<file path="src/rtl/nvram_upload_pkg.sv">
// nvram_pkg: FSM state codes, pad byte and latency-counter sizing shared by the NVRAM upload/restore blocks.
package nvram_pkg;
  localparam logic [2:0] S_IDLE  = 3'd0;
  localparam logic [2:0] S_PAUSE = 3'd1;
  localparam logic [2:0] S_READY = 3'd2;
  localparam logic [2:0] S_REQ   = 3'd3;
  localparam logic [2:0] S_LAT   = 3'd4;
  localparam logic [2:0] S_DONE  = 3'd5;
  localparam logic [7:0] PAD_DEFAULT = 8'hFF;
  localparam int MAX_RD_LAT = 4;
  localparam int LAT_W = $clog2(MAX_RD_LAT + 1);
  typedef logic [7:0] nv_byte_t;
endpackage

</file>
<file path="src/rtl/nvram_upload_if.sv">
// nvram_upload_if: HPS ioctl upload channel, CPU pause handshake and arbitrated RAM read port.
interface nvram_upload_if import nvram_pkg::*; #(parameter int ADDR_W = 10);
  logic              ioctl_upload;
  logic              ioctl_rd;
  logic [ADDR_W-1:0] ioctl_addr;
  nv_byte_t          ioctl_din;
  logic              ioctl_wait;
  logic              cpu_pause;
  logic              pause_ack;
  logic              ram_req;
  logic              ram_gnt;
  logic [ADDR_W-1:0] ram_addr;
  nv_byte_t          ram_dout;
  modport master (
    output ioctl_upload, ioctl_rd, ioctl_addr, pause_ack, ram_gnt, ram_dout,
    input  ioctl_din, ioctl_wait, cpu_pause, ram_req, ram_addr
  );
  modport slave (
    input  ioctl_upload, ioctl_rd, ioctl_addr, pause_ack, ram_gnt, ram_dout,
    output ioctl_din, ioctl_wait, cpu_pause, ram_req, ram_addr
  );
endinterface

</file>
<file path="src/rtl/nvram_upload_gnt_timer.sv">
// nvram_gnt_timer: grant-wait timeout; cleared by load, counts while run, expire marks the GNT_TO-th waiting cycle.
module nvram_gnt_timer #(
  parameter int GNT_TO = 255
) (
  input  logic clk,
  input  logic rst_n,
  input  logic load,
  input  logic run,
  output logic expire
);
  localparam int W = $clog2(GNT_TO + 1);
  logic [W-1:0] cnt;
  assign expire = run && cnt == W'(GNT_TO - 1);
  always_ff @(posedge clk or negedge rst_n)
    if (!rst_n) cnt <= '0;
    else if (load) cnt <= '0;
    else if (run && !expire) cnt <= cnt + W'(1);
endmodule

</file>
<file path="src/rtl/nvram_upload.sv">
// nvram_upload: serves HPS upload reads from game work RAM while the CPU is paused.
// Optional NVRAM_UPLOAD_CKSUM_EN: a read at addr == SIZE returns the negated running byte sum.
module nvram_upload import nvram_pkg::*; #(
  parameter int          ADDR_W = 10,
  parameter int          SIZE   = 1024,
  parameter int          BASE   = 0,
  parameter int          RD_LAT = 1,
  parameter logic [7:0]  PAD    = PAD_DEFAULT,
  parameter int          GNT_TO = 255
) (
  input  logic           clk,
  input  logic           rst_n,
  nvram_upload_if.slave  bus,
  output logic           to_err
);
  logic [2:0]        state;
  logic              up_q, pend, expire, rise, abort, serve, oor, take;
  logic [ADDR_W-1:0] addr_q, a_sel;
  logic [LAT_W-1:0]  lat;
  nv_byte_t          oor_byte;
  always_comb begin
    rise  = bus.ioctl_upload && !up_q;
    abort = state != S_IDLE && !bus.ioctl_upload;
    serve = state == S_READY && (pend || bus.ioctl_rd);
    a_sel = pend ? addr_q : bus.ioctl_addr;
    oor   = int'(a_sel) >= SIZE;
    take  = state == S_LAT && lat == LAT_W'(1) && !abort;
  end
  nvram_gnt_timer #(.GNT_TO(GNT_TO)) u_timer (
    .clk    (clk),
    .rst_n  (rst_n),
    .load   (state == S_READY),
    .run    (state == S_REQ),
    .expire (expire)
  );
`ifdef NVRAM_UPLOAD_CKSUM_EN
  nv_byte_t sum;
  always_ff @(posedge clk or negedge rst_n)
    if (!rst_n) sum <= '0;
    else if (state == S_IDLE && rise) sum <= '0;
    else if (take) sum <= sum + bus.ram_dout;
  assign oor_byte = int'(a_sel) == SIZE ? ~sum + 8'd1 : PAD;
`else
  assign oor_byte = PAD;
`endif
  // Upload falling aborts from any state; ioctl_din deliberately keeps its last value.
  always_ff @(posedge clk or negedge rst_n) begin
    if (!rst_n) begin
      state         <= S_IDLE;
      up_q          <= 1'b0;
      pend          <= 1'b0;
      addr_q        <= '0;
      lat           <= '0;
      to_err        <= 1'b0;
      bus.ioctl_din <= '0;
      bus.ioctl_wait <= 1'b0;
      bus.cpu_pause <= 1'b0;
      bus.ram_req   <= 1'b0;
      bus.ram_addr  <= '0;
    end else begin
      up_q <= bus.ioctl_upload;
      if (abort) begin
        state          <= S_IDLE;
        pend           <= 1'b0;
        bus.ioctl_wait <= 1'b0;
        bus.cpu_pause  <= 1'b0;
        bus.ram_req    <= 1'b0;
      end else begin
        case (state)
          S_IDLE:
            if (rise) begin
              state         <= S_PAUSE;
              bus.cpu_pause <= 1'b1;
              to_err        <= 1'b0;
            end
          S_PAUSE: begin
            if (bus.ioctl_rd && !pend) begin
              pend           <= 1'b1;
              addr_q         <= bus.ioctl_addr;
              bus.ioctl_wait <= 1'b1;
            end
            if (bus.pause_ack) state <= S_READY;
          end
          S_READY:
            if (serve) begin
              pend           <= 1'b0;
              bus.ioctl_wait <= 1'b1;
              if (oor) begin
                bus.ioctl_din <= oor_byte;
                state         <= S_DONE;
              end else begin
                bus.ram_addr <= ADDR_W'(BASE) + a_sel;
                bus.ram_req  <= 1'b1;
                state        <= S_REQ;
              end
            end
          S_REQ:
            if (bus.ram_gnt) begin
              bus.ram_req <= 1'b0;
              lat         <= LAT_W'(RD_LAT);
              state       <= S_LAT;
            end else if (expire) begin
              bus.ioctl_din <= PAD;
              bus.ram_req   <= 1'b0;
              to_err        <= 1'b1;
              state         <= S_DONE;
            end
          S_LAT:
            if (take) begin
              bus.ioctl_din <= bus.ram_dout;
              state         <= S_DONE;
            end else lat <= lat - LAT_W'(1);
          S_DONE: begin
            bus.ioctl_wait <= 1'b0;
            state          <= S_READY;
          end
          default: state <= S_IDLE;
        endcase
      end
    end
  end
endmodule

</file>
<file path="src/flat_wrapper.sv">
// flat-port wrapper written by rule: the top's interface ports become plain ports
module nvram_upload_flat import nvram_pkg::*;
#(
  parameter int          ADDR_W = 10,
  parameter int          SIZE   = 1024,
  parameter int          BASE   = 0,
  parameter int          RD_LAT = 1,
  parameter logic [7:0]  PAD    = PAD_DEFAULT,
  parameter int          GNT_TO = 255
)
  (clk, rst_n, to_err, bus_ioctl_upload, bus_ioctl_rd, bus_ioctl_addr, bus_pause_ack, bus_ram_gnt, bus_ram_dout, bus_ioctl_din, bus_ioctl_wait, bus_cpu_pause, bus_ram_req, bus_ram_addr);
  nvram_upload_if #(.ADDR_W(ADDR_W)) bus_i ();
  input  logic clk;
  input  logic rst_n;
  output logic to_err;
  input wire logic [$bits(bus_i.ioctl_upload)-1:0] bus_ioctl_upload;
  input wire logic [$bits(bus_i.ioctl_rd)-1:0] bus_ioctl_rd;
  input wire logic [$bits(bus_i.ioctl_addr)-1:0] bus_ioctl_addr;
  input wire logic [$bits(bus_i.pause_ack)-1:0] bus_pause_ack;
  input wire logic [$bits(bus_i.ram_gnt)-1:0] bus_ram_gnt;
  input wire logic [$bits(bus_i.ram_dout)-1:0] bus_ram_dout;
  output wire logic [$bits(bus_i.ioctl_din)-1:0] bus_ioctl_din;
  output wire logic [$bits(bus_i.ioctl_wait)-1:0] bus_ioctl_wait;
  output wire logic [$bits(bus_i.cpu_pause)-1:0] bus_cpu_pause;
  output wire logic [$bits(bus_i.ram_req)-1:0] bus_ram_req;
  output wire logic [$bits(bus_i.ram_addr)-1:0] bus_ram_addr;
  assign bus_i.ioctl_upload = bus_ioctl_upload;
  assign bus_i.ioctl_rd = bus_ioctl_rd;
  assign bus_i.ioctl_addr = bus_ioctl_addr;
  assign bus_i.pause_ack = bus_pause_ack;
  assign bus_i.ram_gnt = bus_ram_gnt;
  assign bus_i.ram_dout = bus_ram_dout;
  assign bus_ioctl_din = bus_i.ioctl_din;
  assign bus_ioctl_wait = bus_i.ioctl_wait;
  assign bus_cpu_pause = bus_i.cpu_pause;
  assign bus_ram_req = bus_i.ram_req;
  assign bus_ram_addr = bus_i.ram_addr;
  nvram_upload #(.ADDR_W(ADDR_W), .SIZE(SIZE), .BASE(BASE), .RD_LAT(RD_LAT), .PAD(PAD), .GNT_TO(GNT_TO)) u_core (.clk(clk), .rst_n(rst_n), .bus(bus_i), .to_err(to_err));
endmodule
</file>
<file path="config.mk">
export PLATFORM = sky130hd
export DESIGN_NAME = nvram_upload_flat
export DESIGN_NICKNAME = d
export VERILOG_FILES = /design/src/rtl/nvram_upload_pkg.sv /design/src/rtl/nvram_upload_if.sv /design/src/rtl/nvram_upload_gnt_timer.sv /design/src/rtl/nvram_upload.sv /design/src/flat_wrapper.sv
export SDC_FILE = /design/constraint.sdc
export NUM_CORES = 1
export LEC_CHECK = 0
export CAP_MARGIN = 5
export CORE_AREA = 2 2 52 103
export CTS_BUF_LIST = sky130_fd_sc_hd__clkbuf_4 sky130_fd_sc_hd__clkbuf_8
export CTS_CLUSTER_SIZE = 8
export DETAILED_ROUTE_END_ITERATION = 10
export DIE_AREA = 0 0 54 105
export MAX_ROUTING_LAYER = met4
export PLACE_DENSITY = 0.77
export SLEW_MARGIN = 20
export SYNTH_ARGS = -nofsm -noshare
export SYNTH_HDL_FRONTEND = slang
export SYNTH_HIERARCHICAL = 1
export SYNTH_SLANG_ARGS = --single-unit
</file>
<file path="constraint.sdc">
create_clock -name clk -period 3.99 [get_ports clk]
set_input_delay 0.399 -clock clk [delete_from_list [all_inputs] [get_ports clk]]
set_output_delay 0.399 -clock clk [all_outputs]
set_load 0.005 [all_outputs]
</file>
Word level (Yosys, flattened, before mapping). Cells that the tools add are included.

Bitwise logic cells: 1. Mux-type cells: 36. Reductions and logical operators: 34. Equality and inequality tests: 19. $add $sub $neg: 2.

Operators with widths (count): two-way mux 8 bit (5); two-way mux 3 bit (9); case mux 3 bit (6 select lines) (1); case mux 8 bit (2 select lines) (1); AND reduction 3 bit (5); AND reduction 5 bit (3); two-way mux 1 bit (14); != test 3 x 1 -> 1 bit (second input constant) (4); two-way mux 10 bit (1); nonzero test 2 bit (5); nonzero test 3 bit (3); adder 8 x 1 -> 8 bit (second input constant) (1); == test 8 bit (second input constant) (1); logical AND 1 bit (8); == test 3 x 1 -> 1 bit (second input constant) (2); == test 3 x 2 -> 1 bit (second input constant) (2); == test 3 bit (second input constant) (2); != test 2 x 1 -> 1 bit (second input constant) (3); != test 2 bit (second input constant) (3); case mux 1 bit (2 select lines) (3); case mux 3 bit (2 select lines) (1); logical NOT 1 bit (5); != test 4 x 2 -> 1 bit (second input constant) (1); AND reduction 4 bit (1); other kinds (8) (8).

Register bits: 48. Input port bits: 24. Output and inout port bits: 22. Logic and storage cells: 104.

Longest topological paths before layout.
Depth after elaboration: 7. Gate-level depth with buffers: 7. Depth with buffers taken out: 7.

Hierarchy. The synthesis kept the hierarchy.

Modules (own cells, without submodules): nvram_upload (cells an instance 179, instances 1, area each 1938.1 um2); nvram_gnt_timer (cells an instance 48, instances 1, area each 506.7 um2).

Worst setup path after synthesis. No wires, ideal clock.

Path type: reg-to-reg. Start: register u_core.u_timer.cnt[0]. End: register u_core.bus.ioctl_din[0]. Stages on the path, launching flop included: 8. Clock period less this slack: 2046 ps. Slack: 1944 ps. Data arrival time: 1921 ps. Required time: 3865 ps. Cell sequence: dfrtp_1 -> inv_1 -> ha_1 -> and4_4 -> and3_2 -> nand2_1 -> a221oi_4 -> mux2_2.

Word-level cells in the longest chain between the ends: 4.

RTL lines: start: declaration (line nvram_upload_gnt_timer.sv:12) `logic [W-1:0] cnt;`; start signal: assignment (line nvram_upload_gnt_timer.sv:17) `else if (run && !expire) cnt <= cnt + W'(1);`; == test 8 bit (line nvram_upload_gnt_timer.sv:13) `assign expire = run && cnt == W'(GNT_TO - 1);`; logical AND 1 bit (line nvram_upload_gnt_timer.sv:13); via u_core.expire (line nvram_upload.sv:17) `logic up_q, pend, expire, rise, abort, serve, oor, take;`; != test 2 x 1 -> 1 bit (no line); AND reduction 5 bit (no line); end signal: assignment (line nvram_upload.sv:89) `bus.ioctl_din <= oor_byte;`; end signal: assignment (line nvram_upload.sv:110) `bus.ioctl_din <= bus.ram_dout;`; end: declaration (line nvram_upload_if.sv:20) `output ioctl_din, ioctl_wait, cpu_pause, ram_req, ram_addr`.

The timed path passes the listed nets, and every way through them passes these cells. A chain may end at the register's enable or synchronous reset.

Final worst setup path.
Start: register u_core.state[0]. End: register u_core.bus.ioctl_din[5].

RTL lines: start: declaration (line nvram_upload.sv:16) `logic [2:0] state;`; start signal: assignment (line nvram_upload.sv:49) `state <= S_IDLE;`; start signal: assignment (line nvram_upload.sv:63) `state <= S_IDLE;`; start signal: assignment (line nvram_upload.sv:72) `state <= S_PAUSE;`; == test 3 x 2 -> 1 bit (line nvram_upload.sv:33) `.run (state == S_REQ),`; logical AND 1 bit (line nvram_upload_gnt_timer.sv:13); via u_core.expire (line nvram_upload.sv:17); != test 2 x 1 -> 1 bit (no line); AND reduction 5 bit (no line).

The timed path passes the listed nets, and every way through them passes these cells.

==> impl_metrics.yaml <==
setup_path:
  max_stage_delay_ns: 0.60
  crit_end: "u_core/bus.ioctl_din[5]$_DFFE_PN0P_"
  cp_max_fo: 14
  crit_type: "reg2reg"
  arrival_ns: 2.58
  path_cells: "and3b_1, and3_2, nand2_1, a221oi_4, mux2_2"
  worst_r2r_endpoint: "u_core/bus.ioctl_din[5]$_DFFE_PN0P_"
  slowest_stage: "dfrtp_1"
  worstSetupStartpoint: "u_core/state[0]$_DFFE_PN0P_"
  worstPathRequired_ns: 4.17
  cp-end-kind: "flop"
  ff2ff_path_depth: 5
  r2r_slack_ns: 1.60
  startpoint_type: "flop"
  reg2reg_from: "u_core/state[0]$_DFFE_PN0P_"
pwr:
  peakVddDrop_uv: 499
  power_mw: 1.94
  power_density_nw_per_um2: 637
  power.leakage_nw: 1.29
global_routing:
  groute.usage.overall: 0.187
  grt_first_pass_wirelength_um: 7820
  grt_max_degree: 49
  grt_pass1_vias: 1813
  antenna_found_initial: 0
  grt.overflow.total: 0
floorplanning:
  rows: 36
  design.die.area_um2: 5670
  ios: 46
  chipHeight_um: 105
  start_util: 0.503
  die_w_um: 54
  coreArea_um2: 4860
clock_tree:
  cts_tree: "built"
  ctsHoldBuffers: 0
  path_clk_slew_ns: 0.09
  post_cts_buffers: 0
  clock_latency_ns: 0.30
  clock_sinks: 48
  h-tree-depth: 2
  root_buffer: "clkbuf_8"
  cts_buffers: 5
  clk_path_buf_depth: 2
  cts_resized: 0
layout:
  regArea_um2: 1200
  drive_above_1_share: 0.149
  areaGrowthSynthToFinish_pct: 24.6
  multi_input_area_um2: 1140
  final_cells: 326
  diodes: 0
  fillCellCount: 393
  nNetsFinal: 296
routing:
  ant_nets: 0
  wl_per_cell_um: 14.8
  drt-total-wl_um: 4810
  vias: 1814
  drc_errors: 0
  first_pass_iters: 4
  routed_via_density: 5.56
  drtIter0Drc: 30
yosys:
  ys.flop_type: "dfrtp_1"
  syn_inst: 227
  ys_types: 49
  syn_nets: 255
  ys_ff_latch: 48
  synth-async-reset-ratio: 1.00
  synth_edf_count: 0
  synth_warnings: 6
  synth_seq_area_share: 0.491
  syn-cell-area_um2: 2440
  syn_avg_cell_area_um2: 10.8
sta:
  fmax_mhz: 418
  hold_viol_final: 0
  period_share: 0.600
  setup_violations: 0
  worstMarginPinSlew_ns: 0.663
  maxSlewViolCount: 0
  finalWorstPathRequiredPeriod_ns: 2.39
  worst_clock_skew_ns: 0.00906
  tns_ns: 0
  slew_headroom: 0.558
  rsz0062_at_grt: "false"
min_path:
  hold_class: "in2async"
place:
  hpwl_um: 3430
  port_buffers: 45
  place_inst: 318
  globalplace.congestion: 0.827
status:
  outcome: "finished, final reports clean"
run:
  max_cap_violations: 0
==> power by group <==
part | internal [mW] | switching (mW)
Combinational | 0.431 | 0.268
Clock | 0.252 | 0.167
Sequential | 0.673 | 0.149
Total | 1.36 | 0.584
==> routing by layer <==
layer,track usage,part of all wire,up-vias,routed length (um)
li1,-,-,889,-
met1,0.195,0.39,870,1880
met4,0.0786,0.020,0,98
met5,-,0,-,0
met2,0.329,0.55,44,2660
met3,0.0300,0.035,11,168
==> placed cells by master (no fill, tap or decap), types with 2 or more instances in the layout <==
cell,count
nand2b_1,12
clkbuf_8,5
a21boi_0,2
inv_1,8
nand3b_1,2
o21ai_0,7
clkdlybuf4s50_1,44
nor3_1,5
a311oi_1,2
and3_1,3
nand4_1,2
bufinv_16,2
a21oi_1,18
a211oi_1,2
nand3_1,3
mux2i_1,11
mux2_4,2
dfrtp_1,48
buf_4,3
ha_1,4
nor2_1,24
nand2_1,10
mux2_2,18
nor2b_1,5
a221o_1,2
==> flip-flops by register name (all words and copies together), names as in the netlist <==
register,flops
u_core/bus.ioctl_din,8
u_core/up_q,1
u_core/bus.ioctl_wait,1
u_core/u_timer/cnt,8
u_core/to_err,1
u_core/bus.ram_addr,10
u_core/state,3
u_core/bus.ram_req,1
u_core/pend,1
u_core/lat,3
u_core/addr_q,10
u_core/bus.cpu_pause,1
==> through the flow <==
step / instance area (um^2) / utilization / setup WS, ns / hold slack [ns]
2_1_floorplan: 2440 / - / 1.94 / 0.103
3_3_place_gp: 2910 / 0.597 / 1.59 / 0.486
3_5_place_dp: 2910 / 0.597 / 1.55 / 0.493
4_1_cts: 3040 / 0.626 / 1.57 / 0.320
5_1_grt: 3050 / 0.626 / 1.40 / 0.138
6_report: 3050 / 0.626 / 1.60 / 0.0992
==> area by class of cell <==
| type | count | share of cell area |
|---|---|---|
| multi-input cells | 158 | 0.375 |
| well taps | 57 | 0.0234 |
| clock inverters | 3 | 0.0226 |
| clock buffers | 5 | 0.0226 |
| inverters | 8 | 0.00986 |
| flip-flops and latches | 48 | 0.394 |
| repair buffers | 47 | 0.152 |
==> critical path: cells and delay by family, from the launching register on <==
kind             cells  cell delay (ns)
flip-flops           1             0.60
multiplexers         1             0.39
AO/OA/AOI/OAI        1             0.44
AND/OR/NAND/NOR      3             0.85
==> synthesized netlist by cell type, types with 2 or more instances <==
master    instances  share of area
mux2i_1          11          0.045
nor3_1            6          0.012
a221o_1           2         0.0082
nor2_1           24          0.037
a21boi_0          2         0.0061
a21oi_1          18          0.037
ha_1              4          0.020
nor2b_1           5          0.013
mux2_4            2          0.012
a211oi_1          2         0.0061
nand3b_1          2         0.0061
buf_2             5          0.010
nand2_1          10          0.015
nand2b_1         12          0.031
mux2_2           18          0.083
nand4_1           2         0.0051
a311oi_1          2         0.0072
buf_6             2         0.0092
inv_1             8          0.012
o21ai_0           7          0.014
nand3_1           3         0.0061
clkbuf_1          4         0.0061
and3_1            3         0.0077
dfrtp_1          48           0.49
==> worst min-delay path by stage <==
stage,end,cells past startpoint,slack (ns),from
after floorplan,u_core/addr_q[0]$_DFFE_PN0P_,0,0.10,rst_n
after global placement,u_core/addr_q[1]$_DFFE_PN0P_,1,0.49,u_core/addr_q[1]$_DFFE_PN0P_
after detailed placement,u_core/addr_q[9]$_DFFE_PN0P_,1,0.49,u_core/addr_q[9]$_DFFE_PN0P_
after CTS,u_core/u_timer/cnt[6]$_DFFE_PN0P_,1,0.32,rst_n
after global routing,u_core/u_timer/cnt[6]$_DFFE_PN0P_,1,0.14,rst_n
final,u_core/u_timer/cnt[6]$_DFFE_PN0P_,1,0.1,rst_n
==> cells by family (layout without fill, tap and decap cells) <==
group | count (synthesis) | count (layout) | share of synthesized area
muxes | 31 | 31 | 0.140
adders and majority gates | 4 | 4 | 0.0205
DFF | 48 | 48 | 0.491
and+or+nand+nor | 79 | 79 | 0.175
buffers and inverters | 21 | 63 | 0.0435
AOI/OAI and AO/OA | 44 | 44 | 0.129
Note: power is estimated with default switching activity, not from simulation.
